**src/rtl/wb_completion_arbiter.sv**
```systemverilog
// rtl/wb_completion_arbiter.sv - merges ALU/load results onto two writeback ports with an overflow FIFO
// Optional macro WB_PERF_CNT_EN adds stall-cycle and queued-result counters.
module wb_completion_arbiter #(
  parameter int XLEN  = 32,
  parameter int DEPTH = 4
) (
  input  logic                       clk,
  input  logic                       rst,
  input  logic                       ex0_valid,
  input  logic [4:0]                 ex0_rd,
  input  logic [XLEN-1:0]            ex0_data,
  input  logic                       ex1_valid,
  input  logic [4:0]                 ex1_rd,
  input  logic [XLEN-1:0]            ex1_data,
  input  logic                       ld_valid,
  input  logic [4:0]                 ld_rd,
  input  logic [XLEN-1:0]            ld_data,
  output logic                       wb0_we,
  output logic [4:0]                 wb0_rd,
  output logic [XLEN-1:0]            wb0_data,
  output logic                       wb1_we,
  output logic [4:0]                 wb1_rd,
  output logic [XLEN-1:0]            wb1_data,
  output logic                       src_stall,
  output logic                       ovf_err,
  output logic [$clog2(DEPTH+1)-1:0] q_count,
  output logic [31:0]                perf_stall_cycles,
  output logic [31:0]                perf_queued
);

  localparam int CW = $clog2(DEPTH+1);
  localparam int PW = (DEPTH > 1) ? $clog2(DEPTH) : 1;

  logic [4:0]      mem_rd   [DEPTH];
  logic [XLEN-1:0] mem_data [DEPTH];
  logic [PW-1:0]   rptr, wptr;

  logic [2:0]      in_v;
  logic [4:0]      in_rd   [3];
  logic [XLEN-1:0] in_data [3];

  logic [1:0]      n_we;
  logic [4:0]      n_rd   [2];
  logic [XLEN-1:0] n_data [2];
  logic [2:0]      push_en;
  logic [PW-1:0]   push_idx [3];
  logic [1:0]      n_pop;
  logic [1:0]      n_push;
  logic            ovf_set;
  logic [CW-1:0]   count_next;

  function automatic logic [PW-1:0] wrap(input int v);
    return PW'(v % DEPTH);
  endfunction

  // Incoming sources listed in push priority order: ld, ex0, ex1; rd=0 never writes back.
  assign in_v[0]    = ld_valid  && (ld_rd  != 5'd0);
  assign in_v[1]    = ex0_valid && (ex0_rd != 5'd0);
  assign in_v[2]    = ex1_valid && (ex1_rd != 5'd0);
  assign in_rd[0]   = ld_rd;
  assign in_rd[1]   = ex0_rd;
  assign in_rd[2]   = ex1_rd;
  assign in_data[0] = ld_data;
  assign in_data[1] = ex0_data;
  assign in_data[2] = ex1_data;

  always_comb begin
    int slot;
    int pushes;
    int free_slots;
    n_we       = '0;
    n_rd[0]    = '0;
    n_rd[1]    = '0;
    n_data[0]  = '0;
    n_data[1]  = '0;
    push_en    = '0;
    for (int i = 0; i < 3; i++) push_idx[i] = '0;
    ovf_set    = 1'b0;
    slot       = 0;
    pushes     = 0;
    for (int k = 0; k < 2; k++) begin
      if (int'(q_count) > k) begin
        n_we[slot]  = 1'b1;
        if (slot == 0) begin
          n_rd[0]   = mem_rd[wrap(int'(rptr) + k)];
          n_data[0] = mem_data[wrap(int'(rptr) + k)];
        end else begin
          n_rd[1]   = mem_rd[wrap(int'(rptr) + k)];
          n_data[1] = mem_data[wrap(int'(rptr) + k)];
        end
        slot = slot + 1;
      end
    end
    n_pop      = 2'(slot);
    // Popped entries free their space in the same cycle, so pushes may reuse it.
    free_slots = DEPTH - int'(q_count) + slot;
    for (int i = 0; i < 3; i++) begin
      if (in_v[i]) begin
        if (slot < 2) begin
          if (slot == 0) begin
            n_we[0]   = 1'b1;
            n_rd[0]   = in_rd[i];
            n_data[0] = in_data[i];
          end else begin
            n_we[1]   = 1'b1;
            n_rd[1]   = in_rd[i];
            n_data[1] = in_data[i];
          end
          slot = slot + 1;
        end else if (pushes < free_slots) begin
          push_en[i]  = 1'b1;
          push_idx[i] = wrap(int'(wptr) + pushes);
          pushes      = pushes + 1;
        end else begin
          ovf_set = 1'b1;
        end
      end
    end
    n_push     = 2'(pushes);
    count_next = CW'(int'(q_count) - int'(n_pop) + pushes);
  end

  always_ff @(posedge clk or posedge rst) begin
    if (rst) begin
      wb0_we    <= 1'b0;
      wb0_rd    <= '0;
      wb0_data  <= '0;
      wb1_we    <= 1'b0;
      wb1_rd    <= '0;
      wb1_data  <= '0;
      rptr      <= '0;
      wptr      <= '0;
      q_count   <= '0;
      src_stall <= 1'b0;
      ovf_err   <= 1'b0;
    end else begin
      wb0_we    <= n_we[0];
      wb0_rd    <= n_rd[0];
      wb0_data  <= n_data[0];
      wb1_we    <= n_we[1];
      wb1_rd    <= n_rd[1];
      wb1_data  <= n_data[1];
      rptr      <= wrap(int'(rptr) + int'(n_pop));
      wptr      <= wrap(int'(wptr) + int'(n_push));
      q_count   <= count_next;
      // Threshold leaves room for three pushes in the cycle after deassertion.
      src_stall <= (int'(count_next) > DEPTH - 3);
      ovf_err   <= ovf_err | ovf_set;
    end
  end

  always_ff @(posedge clk) begin
    for (int i = 0; i < 3; i++) begin
      if (push_en[i]) begin
        mem_rd[push_idx[i]]   <= in_rd[i];
        mem_data[push_idx[i]] <= in_data[i];
      end
    end
  end

`ifdef WB_PERF_CNT_EN
  always_ff @(posedge clk or posedge rst) begin
    if (rst) begin
      perf_stall_cycles <= '0;
      perf_queued       <= '0;
    end else begin
      if (src_stall) perf_stall_cycles <= perf_stall_cycles + 32'd1;
      perf_queued <= perf_queued + 32'(n_push);
    end
  end
`else
  assign perf_stall_cycles = '0;
  assign perf_queued       = '0;
`endif

endmodule

```
**config.mk**
```make
export PLATFORM = sky130hd
export DESIGN_NAME = wb_completion_arbiter
export DESIGN_NICKNAME = d
export VERILOG_FILES = /design/src/rtl/wb_completion_arbiter.sv
export SDC_FILE = /design/constraint.sdc
export NUM_CORES = 1
export LEC_CHECK = 0
export ABC_AREA = 1
export CORE_ASPECT_RATIO = 0.6
export CORE_MARGIN = 10
export CORE_UTILIZATION = 50
export CTS_CLUSTER_SIZE = 16
export DETAILED_ROUTE_END_ITERATION = 10
export MAX_ROUTING_LAYER = met4
export PLACE_DENSITY_LB_ADDON = 0.1
export SLEW_MARGIN = 10
export SYNTH_ARGS = -nofsm -noshare
export SYNTH_HDL_FRONTEND = slang
export SYNTH_SLANG_ARGS = --single-unit
export TNS_END_PERCENT = 50
```
**constraint.sdc**
```tcl
create_clock -name clk -period 6.1 [get_ports clk]
set_input_delay 0.915 -clock clk [delete_from_list [all_inputs] [get_ports clk]]
set_output_delay 0.915 -clock clk [all_outputs]
set_load 0.01 [all_outputs]
```
==> results of run 1 <==
[cell type report]
type                    instances  area [um^2]
inverters                     243        914.6
repair buffers                234         2297
diodes                          2        5.005
well taps                     424        530.5
clock inverters                10        103.9
flip-flops and latches        233         6576
fillers                      2955        13270
clock buffers                  40        775.7
multi-input cells            1531         8005
[critical path: cells and delay by family, from the launching register on]
| kind | cells | cell delay [ps] |
|---|---|---|
| adders and majority gates | 7 | 1740 |
| and+or+nand+nor | 13 | 1480 |
| AOI/OAI and AO/OA | 2 | 270 |
| xor gates and xnor gates | 3 | 530 |
| DFF | 1 | 470 |
| buffers and inverters | 8 | 900 |
[path summary, 6_finish.rpt]
path	end	start	cells after the start	slack [ps]
max	src_stall	q_count[0]	33	610
min	ovf_err	ovf_err	2	560
max reg2reg	src_stall	q_count[0]	33	610
min reg2reg	ovf_err	ovf_err	2	560
max in group asynchronous	rptr[0]	rst	3	4230
min in group asynchronous	wb0_data[2]	rst	2	740
[power by group through the flow]
stage | Combinational, uW | Sequential, uW | Clock (uW)
CTS | 8830 | 3660 | 1670
floorplan | 6000 | 3680 | 0
global route | 9850 | 3760 | 1740
detailed placement | 8800 | 3680 | 0
finish | 8990 | 3680 | 1670
global placement | 8680 | 3660 | 0
[stage by stage]
stage               hold slack, ps  worst slack [ps]  cell area, um^2  cells
floorplan                    524.3            -288.0            16700   2238
global placement             562.9             733.9            18320   2665
detailed placement           535.7             658.4            18320   2665
CTS                          549.1             650.9            19200   2715
global route                 576.4             139.8            19210   2717
finish                       555.0             607.8            19210   2717
[state kept, by name (all words and copies together), names as in the netlist, 2 cells and up]
name / flops
mem_data: 128
wb1_data: 32
q_count: 3
rptr: 2
wb0_data: 32
wb0_rd: 5
wptr: 2
mem_rd: 20
wb1_rd: 5
[cells in the final DEF, fill, tap and decap left out, drive strengths merged]
cell,n
bufinv,2
nor3,4
xor2,5
dfrtp,85
xnor2,7
nand2,445
nand4,6
o211ai,22
o31ai,1
a21oi,154
diode,2
a221oi,16
clkinv,8
nor2,95
inv,243
clkdlybuf4s50,196
a31oi,2
buf,38
fa,2
edfxtp,148
nor4,39
ha,16
or2,2
conb,64
a221o,21
nand3,15
clkbuf,40
o21ai,562
o22ai,53
[metal layers]
metal | GRT usage (%) | vias to the layer above | part of all wire [%]
met5 | - | - | 0
met4 | 7.346 | 0 | 2.5
met3 | 6.850 | 136 | 13
met2 | 43.29 | 1090 | 43
met1 | 39.52 | 7479 | 42
li1 | - | 7503 | -
[logic make-up (layout without fill, tap and decap cells)]
| family | count (synthesis) | count (layout) | share of synthesized area, % |
|---|---|---|---|
| xor+xnor | 12 | 12 | 0.6839 |
| flops | 233 | 233 | 39.91 |
| other cells | 1 | 66 | 0.02277 |
| simple gates | 606 | 606 | 15.40 |
| compound gates | 831 | 831 | 28.80 |
| fa+ha+maj | 18 | 18 | 1.459 |
| buf+inv | 474 | 527 | 13.72 |
==> impl_results.md, run 1 <==
- Vertical die dimension: 160.6 um
- Port Buffers: 196
- Post-Synthesis Cell Area: 16470 um^2
- Number of clock sinks seen by CTS: 233
- Highest net fanout along the worst path: 17
- Inserted Clock Buffers: 27
- Data arrival time of the worst path: 5950 ps
- Cell-internal power: 7234 uW
- Final hold violations: 0
- Wire length of the first global-routing pass: 90940 um
- Power share of the sequential group: 25.6%
- X dimension of the die: 254.3 um
- Leakage power: 0.007748 uW
- Gates resized, CTS repair: 0
- Total track usage: 29.18%
- RSZ-0062 raised after global routing: false
- Maximum resistive drop on vdd: 524.5 uV
- Period Utilization, post-route: 90.04%
- Crit Path Class: reg -> reg
- Total Power: 14330 uW
- Clock transition at path regs: 60 ps
- Worst Skew: 10.33 ps
- Switch share: 49.52%
- Library cell occupying the most area in the post-synthesis netlist: sky130_fd_sc_hd__edfxtp_1
- Starting density of the core: 50.70%
- Number of buffers inserted by hold repair at cts: 0
- Full die area: 40830 um^2
- Remaining antenna violation count: 0
- Wire length per cell after detailed routing: 22.02 um
- Min-Delay Path Class: reg -> reg
- Final max-slew violation count: 0
- Cell types occupying the most area after synthesis: sky130_fd_sc_hd__edfxtp_1 27%, sky130_fd_sc_hd__dfrtp_1 13%, sky130_fd_sc_hd__o21ai_0 13%
- Outcome: completed
- Count leader, synth: sky130_fd_sc_hd__nand2_1
- Antenna violations before repair: 2
- Dominant synthesized flop cell: sky130_fd_sc_hd__edfxtp_1
- Vias per inst: 5.965
- Post-Route WL: 59830 um
- Net switching component of the power: 7097 uW
- Worst rel slew slack: 15.98%
- Largest incremental delay on the critical path: 470 ps
- Final standard cell utilization of the core: 59.14%
- Number of placed I/O pins: 261
- Remaining global-route overflow: 0
- Worst Max-Slew Pin Slew: 1256 ps
- Part of the Yosys area used for sequential elements: 39.91%
- Share of final-layout standard cells stronger than drive strength 1: 9.123%
- Post-layout minimum cycle time: 5492 ps
- Critical path endpoint category: flop
- Mean Syn Cell Area: 7.571 um^2
- Total number of vias: 16208
- Count of state elements after synthesis: 233
- Vias in the first global route: 15231
- Row cnt: 51
- Number of H-tree levels: 1
- Synthesized instance count: 2175
- Clock latency on the worst-skew pair: 570 ps
- Count of flip-flops with a built-in enable after synthesis: 148
- Share of flip-flops with an asynchronous set or reset: 36.48%
- List of most frequent post-synthesis cells: 427 x sky130_fd_sc_hd__nand2_1, 420 x sky130_fd_sc_hd__o21ai_0, 236 x sky130_fd_sc_hd__inv_1
- Critical Path Start Type: flop
- TritonCTS clock tree: yes
- Post-synth top area share: 26.99%
- Max-capacitance violation count: 0
- Max Buffers Root-to-Sink: 3
- Core Region: 32480 um^2
- Number of warning messages in the yosys log: 0
- Proportion of power drawn by combinational gates: 62.7%
- Largest net degree at the start of global routing: 79
- Pwr dens: 746.1 nW/um^2
- Clock share of power: 11.6%
- Number of setup buffers added after CTS: 0
- Layout Area Growth over Synthesis: 16.65%
- Fmax achieved: 0.1821 GHz
- Cell with the biggest individual delay on the critical path: sky130_fd_sc_hd__dfrtp_1
- Total Negative Setup Slacks: 0 ps
- HPWL after DPL: 37230 um
- Cell with the most instances on the worst path: sky130_fd_sc_hd__inv_1
- CTS Root Buffer Type: sky130_fd_sc_hd__clkbuf_16
- DRC marker count from the first detailed-route iteration: 2032
- Setup violation total in the final timing report: 0
- Post-synthesis cell type count: 46
- Required time of the critical path: 6550 ps
- Post-detailed-route DRC marker count: 0
- Final Net Count: 2404
- GP Congestion: 0.8886
- 1st-pass router iterations: 6
No activity file was read; power rests on OpenSTA's default activity.
==> run 2: changes to the inputs <==
CORE_MARGIN = 2   (was 10)
CORE_UTILIZATION = 55   (was 50)
clock period = 5.6 ns   (was 6.1 ns; I/O delays follow)
==> run 2 against run 1 <==
  * Wire length decreased by 5.9%
  * Largest cell class unchanged
  * Largest power group unchanged
  * Clock skew up 12 ps
  * Core utilization rose by 5.8 points
  * Highest routed layer unchanged
  * Register-to-register slack got worse by 200 ps
==> impl_results.md, run 2 (same netlist as run 1, synthesis figures left out) <==
- Final non-filler cell total: 2706 (was 2717)
- Required time of the critical path: 6030 ps (was 6550 ps)
- Highest net fanout along the worst path: 5 (was 17)
- Flip-flop count of the largest register after layout: 128 (unchanged)
- Min-Delay Path Class: reg -> reg (unchanged)
- Period Utilization, post-route: 92.75% (was 90.04%)
- Wire length per cell after detailed routing: 20.81 um (was 22.02 um)
- Largest net degree at the start of global routing: 84 (was 79)
- Fmax achieved: 0.1925 GHz (was 0.1821 GHz)
- 1st-pass router iterations: 7 (was 6)
- Max-capacitance violation count: 0 (unchanged)
- Most utilized layer in the global route result: met1 (was met2)
- Port Buffers: 196 (unchanged)
- Clock latency on the worst-skew pair: 560 ps (was 570 ps)
- Worst Skew: 22.38 ps (was 10.33 ps)
- Antenna violations before repair: 3 (was 2)
- Pre-CTS worst setup slack: 135.1 ps (was 658.4 ps)
- Layout Area Growth over Synthesis: 16.97% (was 16.65%)
- Clock share of power: 10.4% (was 11.6%)
- Number of placed I/O pins: 261 (unchanged)
- Full die area: 31390 um^2 (was 40830 um^2)
- Number of buffers inserted by hold repair at cts: 0 (unchanged)
- Most frequent standard cell in the layout excluding fill and tap cells: sky130_fd_sc_hd__nand2_1 (unchanged)
- Met2 track demand over resource: 51.27% (was 43.29%)
- Row cnt: 49 (was 51)
- DRC marker count from the first detailed-route iteration: 2452 (was 2032)
- Final worst-path setup slack: 406.2 ps (was 607.8 ps)
- Post-detailed-route DRC marker count: 0 (unchanged)
- Pwr dens: 818.3 nW/um^2 (was 746.1 nW/um^2)
- X dimension of the die: 227.4 um (was 254.3 um)
- Post-layout minimum cycle time: 5194 ps (was 5492 ps)
- Worst hold slack after final layout: 619.0 ps (was 555.0 ps)
- Worst Max-Slew Pin Slew: 1234 ps (was 1256 ps)
- Largest incremental delay on the critical path: 450 ps (was 470 ps)
- Share of final-layout standard cells stronger than drive strength 1: 9.717% (was 9.123%)
- Data arrival time of the worst path: 5630 ps (was 5950 ps)
- Cell-internal power: 8028 uW (was 7234 uW)
- HPWL after DPL: 34120 um (was 37230 um)
- Critical path endpoint category: flop (unchanged)
- Total track usage: 36.17% (was 29.18%)
- Remaining antenna violation count: 0 (unchanged)
- Number of clock sinks seen by CTS: 233 (unchanged)
- Vertical die dimension: 138.0 um (was 160.6 um)
- Vias in the first global route: 15005 (was 15231)
- Wire length of the first global-routing pass: 85140 um (was 90940 um)
- Number of cells on the worst hold path: 2 (unchanged)
- Final max-slew violation count: 0 (unchanged)
- Starting density of the core: 55.49% (was 50.70%)
- Worst rel slew slack: 17.43% (was 15.98%)
- Total number of vias: 16411 (was 16208)
- GP Congestion: 0.9100 (was 0.8886)
- Fraction of met3 tracks used by global routing: 7.694% (was 6.850%)
- Cell with the most instances on the worst path: sky130_fd_sc_hd__nand2_1 (was sky130_fd_sc_hd__inv_1)
- Dpl cells: 2655 (was 2665)
- Cell with the biggest individual delay on the critical path: sky130_fd_sc_hd__fa_1 (was sky130_fd_sc_hd__dfrtp_1)
- TritonCTS clock tree: yes (unchanged)
- Outcome: completed (unchanged)
- Max Buffers Root-to-Sink: 3 (unchanged)
- Power share of the sequential group: 25.4% (was 25.6%)
- Commonest cells after routing, fill and taps aside: 422 x sky130_fd_sc_hd__nand2_1, 418 x sky130_fd_sc_hd__o21ai_0, 232 x sky130_fd_sc_hd__inv_1, 196 x sky130_fd_sc_hd__clkdlybuf4s50_1, 150 x sky130_fd_sc_hd__a21oi_1 (was 423 x sky130_fd_sc_hd__nand2_1, 418 x sky130_fd_sc_hd__o21ai_0, 231 x sky130_fd_sc_hd__inv_1, 196 x sky130_fd_sc_hd__clkdlybuf4s50_1, 150 x sky130_fd_sc_hd__a21oi_1)
- Total Power: 15760 uW (was 14330 uW)
- Depth of the most critical reg-to-reg path: 34 (was 33)
- Remaining global-route overflow: 0 (unchanged)
- Inserted Clock Buffers: 24 (was 27)
- Final Net Count: 2412 (was 2404)
- Net switching component of the power: 7734 uW (was 7097 uW)
- Final hold violations: 0 (unchanged)
- Clock transition at path regs: 60 ps (about the same)
- Area of all placed cells without fillers: 19260 um^2 (was 19210 um^2)
- CTS Root Buffer Type: sky130_fd_sc_hd__clkbuf_16 (unchanged)
- Switch share: 49.07% (was 49.52%)
- Core Region: 29670 um^2 (was 32480 um^2)
- Proportion of power drawn by combinational gates: 64.2% (was 62.7%)
- Fraction of met1 tracks used by global routing: 51.47% (was 39.52%)
- Critical Path Start Type: flop (unchanged)
- Leakage power: 0.007784 uW (was 0.007748 uW)
- Number of H-tree levels: 1 (unchanged)
- Crit Path Class: reg -> reg (unchanged)
- RSZ-0062 raised after global routing: false (unchanged)
- Placed cell areas: 18390 um^2 (was 18320 um^2)
- Maximum resistive drop on vdd: 983.6 uV (was 524.5 uV)
- Post-Route WL: 56300 um (was 59830 um)
- Setup violation total in the final timing report: 0 (unchanged)
- Vias per inst: 6.065 (was 5.965)
run 2: cell count changes in the layout (fill, tap and decap cells not counted), moves of 2 or more:
| cell | before | now |
|---|---|---|
| sky130_fd_sc_hd__clkbuf_16 | 28 | 25 |
| sky130_fd_sc_hd__buf_4 | 34 | 42 |
| sky130_fd_sc_hd__clkinv_1 | 4 | 2 |
| sky130_fd_sc_hd__xnor2_1 | 7 | 4 |
| sky130_fd_sc_hd__ha_4 | 0 | 2 |
| sky130_fd_sc_hd__xnor2_2 | 0 | 3 |
| sky130_fd_sc_hd__buf_12 | 4 | 7 |
| sky130_fd_sc_hd__dfrtp_2 | 1 | 3 |
| sky130_fd_sc_hd__dfrtp_1 | 83 | 81 |
| sky130_fd_sc_hd__ha_1 | 15 | 13 |
run 2: final cells by class:
type	instances	area (um^2)
Fill cell	2571	10410
Multi-Input combinational cell	1531	8063
Inverter	243	914.6
Tap cell	408	510.5
Sequential cell	233	6579
Clock inverter	7	82.58
Timing Repair Buffer	245	2417
Antenna cell	3	7.507
Clock buffer	36	686.9
run 2: final timing paths:
check	startpoint	end	slack [ps]
max	q_count[0]	src_stall	410
min	ovf_err	ovf_err	620
max reg2reg	q_count[0]	src_stall	410
min reg2reg	ovf_err	ovf_err	620
max in group asynchronous	rst	rptr[0]	3740
min in group asynchronous	rst	wb0_data[2]	690
run 2: power by group through the flow:
stage | logic (uW) | clock network [uW] | registers (uW)
after floorplan | 6540 | 0 | 4010
after global placement | 9450 | 0 | 3980
after detailed placement | 9630 | 0 | 4000
after CTS | 9680 | 1650 | 3980
after global routing | 11000 | 1720 | 4100
final | 10100 | 1650 | 4000
run 2: what timing repair did:
item	CTS	global route
gates resized for setup	0	12
buffers inserted	0	5
setup endpoints to repair	0	26
run 2: layer usage:
layer	vias up	share of wire [%]
li1	7530	-
met1	7510	41
met2	1169	42
met3	202	14
met4	0	3.3
met5	-	0
run 2: critical path: cells and delay by family (launching register included):
family / cells / cell delay (ps)
DFF: 1 / 400
adders and majority gates: 8 / 2220
and+or+nand+nor: 17 / 1620
buffers and inverters: 7 / 550
xor gates and xnor gates: 2 / 310
run 2: per-stage QoR:
stage	util (%)	TNS, ps
after floorplan	-	-29160
after global placement	61.96	0
after detailed placement	61.96	0
after CTS	64.56	0
after global routing	64.91	0
final	64.91	0
